## src/rtl/sipo_pkg.sv

```systemverilog
// Shared types and sizing helpers for the
// serial-in/parallel-out word assembler.
package sipo_pkg;

  typedef enum logic {
    IDLE  = 1'b0,
    SHIFT = 1'b1
  } state_t;

  function automatic int cnt_w(input int w);
    return (w <= 2) ? 1 : $clog2(w);
  endfunction

endpackage

```

## src/rtl/sipo_shift_reg.sv

```systemverilog
// Shift register for the deserializer; restarts
// from a single bit on sync or shifts on enable.
module sipo_shift_reg
  import sipo_pkg::*;
#(
  parameter int WIDTH     = 8,
  parameter bit MSB_FIRST = 1'b1
) (
  input  logic             clk1,
  input  logic             rst_n,
  input  logic             din,
  input  logic             load,
  input  logic             shift,
  output logic [WIDTH-1:0] nxt
);

  logic [WIDTH-1:0] sr;

  always_comb begin
    nxt = sr;
    if (load) begin
      if (MSB_FIRST)
        nxt = {{(WIDTH-1){1'b0}}, din};
      else
        nxt = {din, {(WIDTH-1){1'b0}}};
    end else if (shift) begin
      if (MSB_FIRST)
        nxt = {sr[WIDTH-2:0], din};
      else
        nxt = {din, sr[WIDTH-1:1]};
    end
  end

  always_ff @(posedge clk1 or negedge rst_n) begin
    if (!rst_n)
      sr <= '0;
    else
      sr <= nxt;
  end

endmodule

```

## src/rtl/sipo_deserializer.sv

```systemverilog
// Frames a sampled bit stream into words and
// offers them on a valid/ready port with overrun flag.
module sipo_deserializer
  import sipo_pkg::*;
#(
  parameter int WIDTH     = 8,
  parameter bit MSB_FIRST = 1'b1
) (
  input  logic             clk1,
  input  logic             rst_n,
  input  logic             din,
  input  logic             din_en,
  input  logic             frame_sync,
  output logic [WIDTH-1:0] dout,
  output logic             dout_valid,
  input  logic             dout_ready,
  output logic             overrun,
  input  logic             clr_ovr
);

  localparam int CNT_W = cnt_w(WIDTH);
  localparam logic [CNT_W-1:0] LAST =
    CNT_W'(WIDTH - 1);
  localparam logic [CNT_W-1:0] ONE =
    CNT_W'(1);

  state_t           state, state_d;
  logic [CNT_W-1:0] bit_cnt, cnt_d;
  logic [WIDTH-1:0] word;
  logic [WIDTH-1:0] dout_d;
  logic             valid_d, ovr_d;
  logic             sync, shift_en, complete;

  sipo_shift_reg #(
    .WIDTH     (WIDTH),
    .MSB_FIRST (MSB_FIRST)
  ) u_sr (
    .clk1  (clk1),
    .rst_n (rst_n),
    .din   (din),
    .load  (sync),
    .shift (shift_en),
    .nxt   (word)
  );

  always_comb begin
    sync     = din_en & frame_sync;
    shift_en = 1'b0;
    state_d  = state;
    cnt_d    = bit_cnt;
    unique case (state)
      IDLE: begin
        if (sync) begin
          state_d = SHIFT;
          cnt_d   = ONE;
        end
      end
      SHIFT: begin
        if (sync) begin
          cnt_d = ONE;
        end else if (din_en) begin
          shift_en = 1'b1;
          cnt_d    = (bit_cnt == LAST) ?
                     '0 : bit_cnt + ONE;
        end
      end
      default: state_d = IDLE;
    endcase
    complete = shift_en & (bit_cnt == LAST);
  end

  // A word only lands if the output slot is free
  // or being emptied on this very edge.
  always_comb begin
    dout_d  = dout;
    valid_d = dout_valid;
    ovr_d   = overrun & ~clr_ovr;
    if (complete) begin
      if (!dout_valid || dout_ready) begin
        dout_d  = word;
        valid_d = 1'b1;
      end else begin
        ovr_d = 1'b1;
      end
    end else if (dout_ready) begin
      valid_d = 1'b0;
    end
  end

  always_ff @(posedge clk1 or negedge rst_n) begin
    if (!rst_n) begin
      state      <= IDLE;
      bit_cnt    <= '0;
      dout       <= '0;
      dout_valid <= 1'b0;
      overrun    <= 1'b0;
    end else begin
      state      <= state_d;
      bit_cnt    <= cnt_d;
      dout       <= dout_d;
      dout_valid <= valid_d;
      overrun    <= ovr_d;
    end
  end

endmodule
```

## config.mk

```make
export PLATFORM = sky130hd
export DESIGN_NAME = sipo_deserializer
export DESIGN_NICKNAME = d
export VERILOG_FILES = /design/src/rtl/sipo_pkg.sv /design/src/rtl/sipo_shift_reg.sv /design/src/rtl/sipo_deserializer.sv
export SDC_FILE = /design/constraint.sdc
export NUM_CORES = 1
export LEC_CHECK = 0
export BUFFER_PORTS_ARGS = -buffer_cell sky130_fd_sc_hd__clkbuf_2
export CORE_MARGIN = 10
export CORE_UTILIZATION = 55
export CTS_CLUSTER_SIZE = 20
export DETAILED_ROUTE_END_ITERATION = 7
export MAX_ROUTING_LAYER = met4
export PLACE_DENSITY = 0.79
export SETUP_SLACK_MARGIN = 0.15
export SLEW_MARGIN = 20
export SYNTH_ARGS = -nofsm -noshare
export SYNTH_HDL_FRONTEND = slang
export SYNTH_SLANG_ARGS = --single-unit
```

## constraint.sdc

```tcl
create_clock -name clk1 -period 4.21 [get_ports clk1]
set_clock_uncertainty 0.15 [all_clocks]
set_input_delay 0.421 -clock clk1 [delete_from_list [all_inputs] [get_ports clk1]]
set_output_delay 0.421 -clock clk1 [all_outputs]
set_load 0.01 [all_outputs]
```

* Word level (Yosys, flattened, before mapping)
Index checks and enable logic that the tools add are counted.
** Storage, ports and cells
- Register bits :: 22
- Output and inout port bits :: 10
- Bits of input ports :: 7
- Word-level logic and storage cells :: 39
** Cells by class
- Reduce and logical (&&, ||, !) cells :: 6
- Add/subtract/negate cells :: 1
- Muxes and demuxes :: 17
- Bitwise logic cells :: 5
- Equality and inequality tests :: 4
** Operators with widths (number)
- 8-bit 2-to-1 mux :: 2
- 3-bit 2-to-1 mux :: 4
- 1-bit 2-to-1 mux :: 10
- 3-bit one-hot mux with 2 select lines :: 1
- 2-bit AND reduction :: 3
- 3-bit by 1-bit adder with 3-bit output, second input constant :: 1
- 1-bit AND :: 3
- 3-bit == test, second input constant :: 1
- 3-bit by 2-bit != test with 1-bit output, second input constant :: 1
- 2-bit by 1-bit != test with 1-bit output, second input constant :: 1
- 2-bit != test, second input constant :: 1
- 1-bit NOT :: 2
- 2-bit nonzero test :: 1
- 1-bit zero test :: 1
- 1-bit logical OR :: 1

* Longest topological paths before layout
- Word-level depth :: 6
- Mapped depth :: 6
- Gate-level depth less buffers :: 5

* Hierarchy
From an unflattened synthesis, not the netlist that was laid out.
** Unflattened totals
- Cells, all modules :: 73
- Area total of the unflattened synthesis :: 972.2 um2
** Modules (own cells, without submodules)
- sipo_deserializer :: area each 635.6 um2, cells an instance 47, times used 1, sequential area each 350.3 um2
- sipo_shift_reg :: area each 336.6 um2, cells an instance 26, times used 1, sequential area each 200.2 um2

* Worst setup path after synthesis
Ideal clock, no wire load.
- Path type :: reg2reg
- Start point :: reg bit_cnt[0]
- End point :: reg dout[1]
- Period minus slack after synthesis :: 1.653 ns
- Path slack :: 2.557 ns
- Path buffers :: 1
- Library setup time :: 0.127 ns
- Cell stages (with the launch flop) :: 7
- Data required time :: 3.933 ns
- Arrival :: 1.376 ns
- Cell sequence :: dfrtp_1 -> ha_1 -> ha_1 -> nand4b_1 -> nor2b_1 -> buf_4 -> mux2_1
** On the way
- Word-level cells in the longest chain between the ends :: 3
** Ends and longest elaborated chain
- from (decl) :: RTL line sipo_deserializer.sv:28 : logic [CNT_W-1:0] bit_cnt, cnt_d;
- from (signal assigned) :: RTL line sipo_deserializer.sv:99 : bit_cnt <= cnt_d;
- 3-bit == test :: RTL line sipo_deserializer.sv:69 : complete = shift_en & (bit_cnt == LAST);
- 1-bit AND :: RTL line sipo_deserializer.sv:69
- 2-bit AND reduction (no line)
- to (signal assigned) :: RTL line sipo_deserializer.sv:100 : dout <= dout_d;
- to (decl) :: RTL line sipo_deserializer.sv:14 : output logic [WIDTH-1:0] dout,
No other way between the ends.
A chain may end at the register's enable or synchronous reset.

* Worst setup path after layout
- Start point :: reg bit_cnt[0]
- End point :: reg dout[4]
Same word-level chain as after synthesis.

==> flow_metrics.env <==
export IMPL_grt_pass1_wl_um=2580
export IMPL_drt_initial_drc_count=7
export IMPL_synth_top_family_by_area="compound AO/OA/AOI/OAI gates"
export IMPL_r2r_setup_slack_ns=2.13
export IMPL_max_cap_violations=0
export IMPL_drt_pass1_iterations=4
export IMPL_vias=607
export IMPL_min_path_cells=2
export IMPL_cts_resized=0
export IMPL_worst_slew_margin_rel_pct=51.9
export IMPL_max_stage_delay_ns=0.61
export IMPL_wl_per_cell_um=14.0
export IMPL_r2r_start="bit_cnt[0]"
export IMPL_leakagePower_uw=0.000508
export IMPL_min_to="overrun"
export IMPL_dp_hpwl_um=1120
export IMPL_synth_seq_cells=21
export IMPL_synth_compound_area_share_pct=17.0
export IMPL_cpMostUsedCell="ha_1"
export IMPL_critPathRequiredTime_ns=4.24
export IMPL_worstSetupEndpointType="flip-flop"
export IMPL_cts_sinks=21
export IMPL_io_pins=17
export IMPL_via_per_inst=5.52
export IMPL_htree_num_levels=1
export IMPL_placed_cell_area_um2=987
export IMPL_ys_async_sr_fraction_pct=100
export IMPL_cts_tree="yes"
export IMPL_crit_buf_inv=0
export IMPL_drive_gt1_share_pct=21.3
export IMPL_die_area_um2=3680
export IMPL_timing_rr_end="dout[4]"
export IMPL_rsz0062_at_grt="no"
export IMPL_drv_slew=0
export IMPL_initial_core_util_pct=59.1
export IMPL_antenna_found_initial=0
export IMPL_setup_tns_ns=0
export IMPL_powerDensity_nw_per_um2=372
export IMPL_synthMuxAreaShare_pct=9.75
export IMPL_fin_area_um2=1020
export IMPL_fp_dieH_um=60.7
export IMPL_hold_viol_final=0
export IMPL_grt_ovfl_total=0
export IMPL_path_max_fanout=8
export IMPL_r2r_cells=5
export IMPL_cts_buffer_depth=2
export IMPL_fin_nets=104
export IMPL_tightest_slew_ns=0.720
export IMPL_syn_nets=87
export IMPL_crit_family="simple AND/OR/NAND/NOR gates"
export IMPL_drc=0
export IMPL_area_growth_pct=12.5
export IMPL_fin_crit_sh_pct=49.4
export IMPL_tritoncts_num_buffers=3
export IMPL_path_cells="ha_1 -> ha_1 -> nand4b_1 -> nor2b_1 -> mux2_1"
export IMPL_crit_type="reg2reg"
export IMPL_syn_inst=78
export IMPL_rows=14
export IMPL_gp_congestion=0.777
export IMPL_synth_edff_count=0
export IMPL_ant_nets=0
export IMPL_syn_avg_cell_area_um2=11.7
export IMPL_antenna_cells=0
export IMPL_synth_xor_area_share_pct=0
export IMPL_yosysSeqAreaShare_pct=57.7
export IMPL_min_delay_path_class="in2reg"
export IMPL_synth_area_leader_cell="dfrtp_1"
export IMPL_min_period_ns=2.08
export IMPL_synth_top_area_share_pct=57.7
export IMPL_track_usage_pct=9.24
export IMPL_final_setup_viol_count=0
export IMPL_dieWidth_um=60.7
export IMPL_drt_total_wl_um=1540
export IMPL_yosysWarnings=0
export IMPL_start_kind="flip-flop"
export IMPL_yosys_area_share_simple_pct=5.63
export IMPL_clk_pin_slew_worst_paths_ns=0.10
export IMPL_numPortBuffers=16
export IMPL_cts_root_buffer="clkbuf_4"
export IMPL_slowest_stage="nor2b_1"
export IMPL_core_area_um2=1540
export IMPL_outcome="finished, final reports clean"
export IMPL_fmaxAchievable_ghz=0.481
export IMPL_peakVddDrop_mv=0.214
export IMPL_first_global_vias=591
export IMPL_synth_main_ff_cell="dfrtp_1"
export IMPL_syn_area_um2=911
export IMPL_synth_adder_area_share_pct=2.75
export IMPL_grt_max_degree=22
export IMPL_worstPathArrival_ns=2.11
export IMPL_yosys_cell_types_count=21
export IMPL_clkLatencyLatePin_ns=0.29
export IMPL_synth_area_leaders="dfrtp_1, mux2_1, a2bb2oi_1"
export IMPL_holdCritStartpoint="clr_ovr"
## where the power goes
| part | internal, µW | switching, µW | leakage (µW) |
|---|---|---|---|
| Sequential | 221 | 10.6 | 0.000275 |
| Clock | 35.3 | 55.3 | 0.0000177 |
| Combinational | 27.2 | 31.9 | 0.000215 |
| Total | 283 | 97.8 | 0.000508 |
## area by class of cell
type	instances	area (µm²)
inverters	11	41.3
flip-flops and latches	21	526
clock buffers	3	22.5
clock inverters	1	5.00
fillers	127	517
repair buffers	17	90.1
well taps	16	20.0
multi-input cells	41	320
## synthesized netlist by cell type (2+ instances only)
cell type   n
a2bb2oi_1   7
o22ai_1     9
mux2_1      7
o21ai_0     3
inv_1      11
ha_1        2
dfrtp_1    21
nand2_1     3
clkbuf_1    3
## worst max-delay path by stage
stage	from	to	slack (ns)	cells after the start
detailed placement	frame_sync	dout[2]	2.02	4
global placement	frame_sync	dout[6]	2.05	4
finish	bit_cnt[0]	dout[4]	2.13	5
CTS	bit_cnt[0]	dout[4]	2.08	5
global route	bit_cnt[0]	dout[4]	1.90	5
floorplan	bit_cnt[0]	dout[1]	2.56	6
## metrics by stage
step	hold WS, ns	setup WS, ns	total power (µW)	cells	utilization, %
floorplan	-0.0246	2.56	270	78	-
global placement	0.256	2.05	292	105	64.0
detailed placement	0.260	2.02	296	105	64.0
CTS	0.158	2.08	387	110	66.5
global route	0.159	1.90	405	110	66.5
finish	0.162	2.13	381	110	66.5
## state kept, by name, summed over array words and instances (netlist names)
signal / cells
u_sr.sr: 7
bit_cnt: 3
state: 1
overrun: 1
dout_valid: 1
dout: 8
## cells in the final DEF (no fill, tap or decap)
master,netlist,layout
dlygate4sd3_1,0,1
clkinv_2,0,1
and2_1,1,1
nand2b_1,1,1
mux2_1,7,7
nor3b_1,1,1
o21a_1,1,1
clkbuf_4,0,3
o211ai_1,1,1
a21o_1,1,1
ha_1,2,2
nand4b_1,1,1
mux2i_1,1,1
a2bb2oi_1,7,7
o21ai_0,3,3
clkbuf_2,0,16
o22ai_1,9,9
nand3_1,1,1
nor2b_1,1,1
inv_1,11,11
dfrtp_1,21,21
nand2_1,3,3
## per-layer routing
metal  up-vias  track usage, %  routed length [µm]
met3         2            2.71                  94
li1        305               -                   -
met5         -               -                   0
met1       289            11.2                 707
met4         0            2.82                  10
met2        11            14.4                 730
## cells by family after synthesis
family,after synthesis
AO/OA/AOI/OAI,22
adder cells (fa/ha/maj),2
buffers and inverters,16
flip-flops,21
multiplexers,8
AND/OR/NAND/NOR,9
## repair_timing
item | in CTS | in global routing
hold buffers | 1 | 0
setup buffers | 0 | 0
hold endpoints to repair | 21 | 0
## worst reg2reg max path, cell delays in order, from the launching register on
cell	delay (ns)
dfrtp_1	0.38
ha_1	0.15
ha_1	0.16
nand4b_1	0.15
nor2b_1	0.61
mux2_1	0.38
No activity file was read; power rests on OpenSTA's default activity.
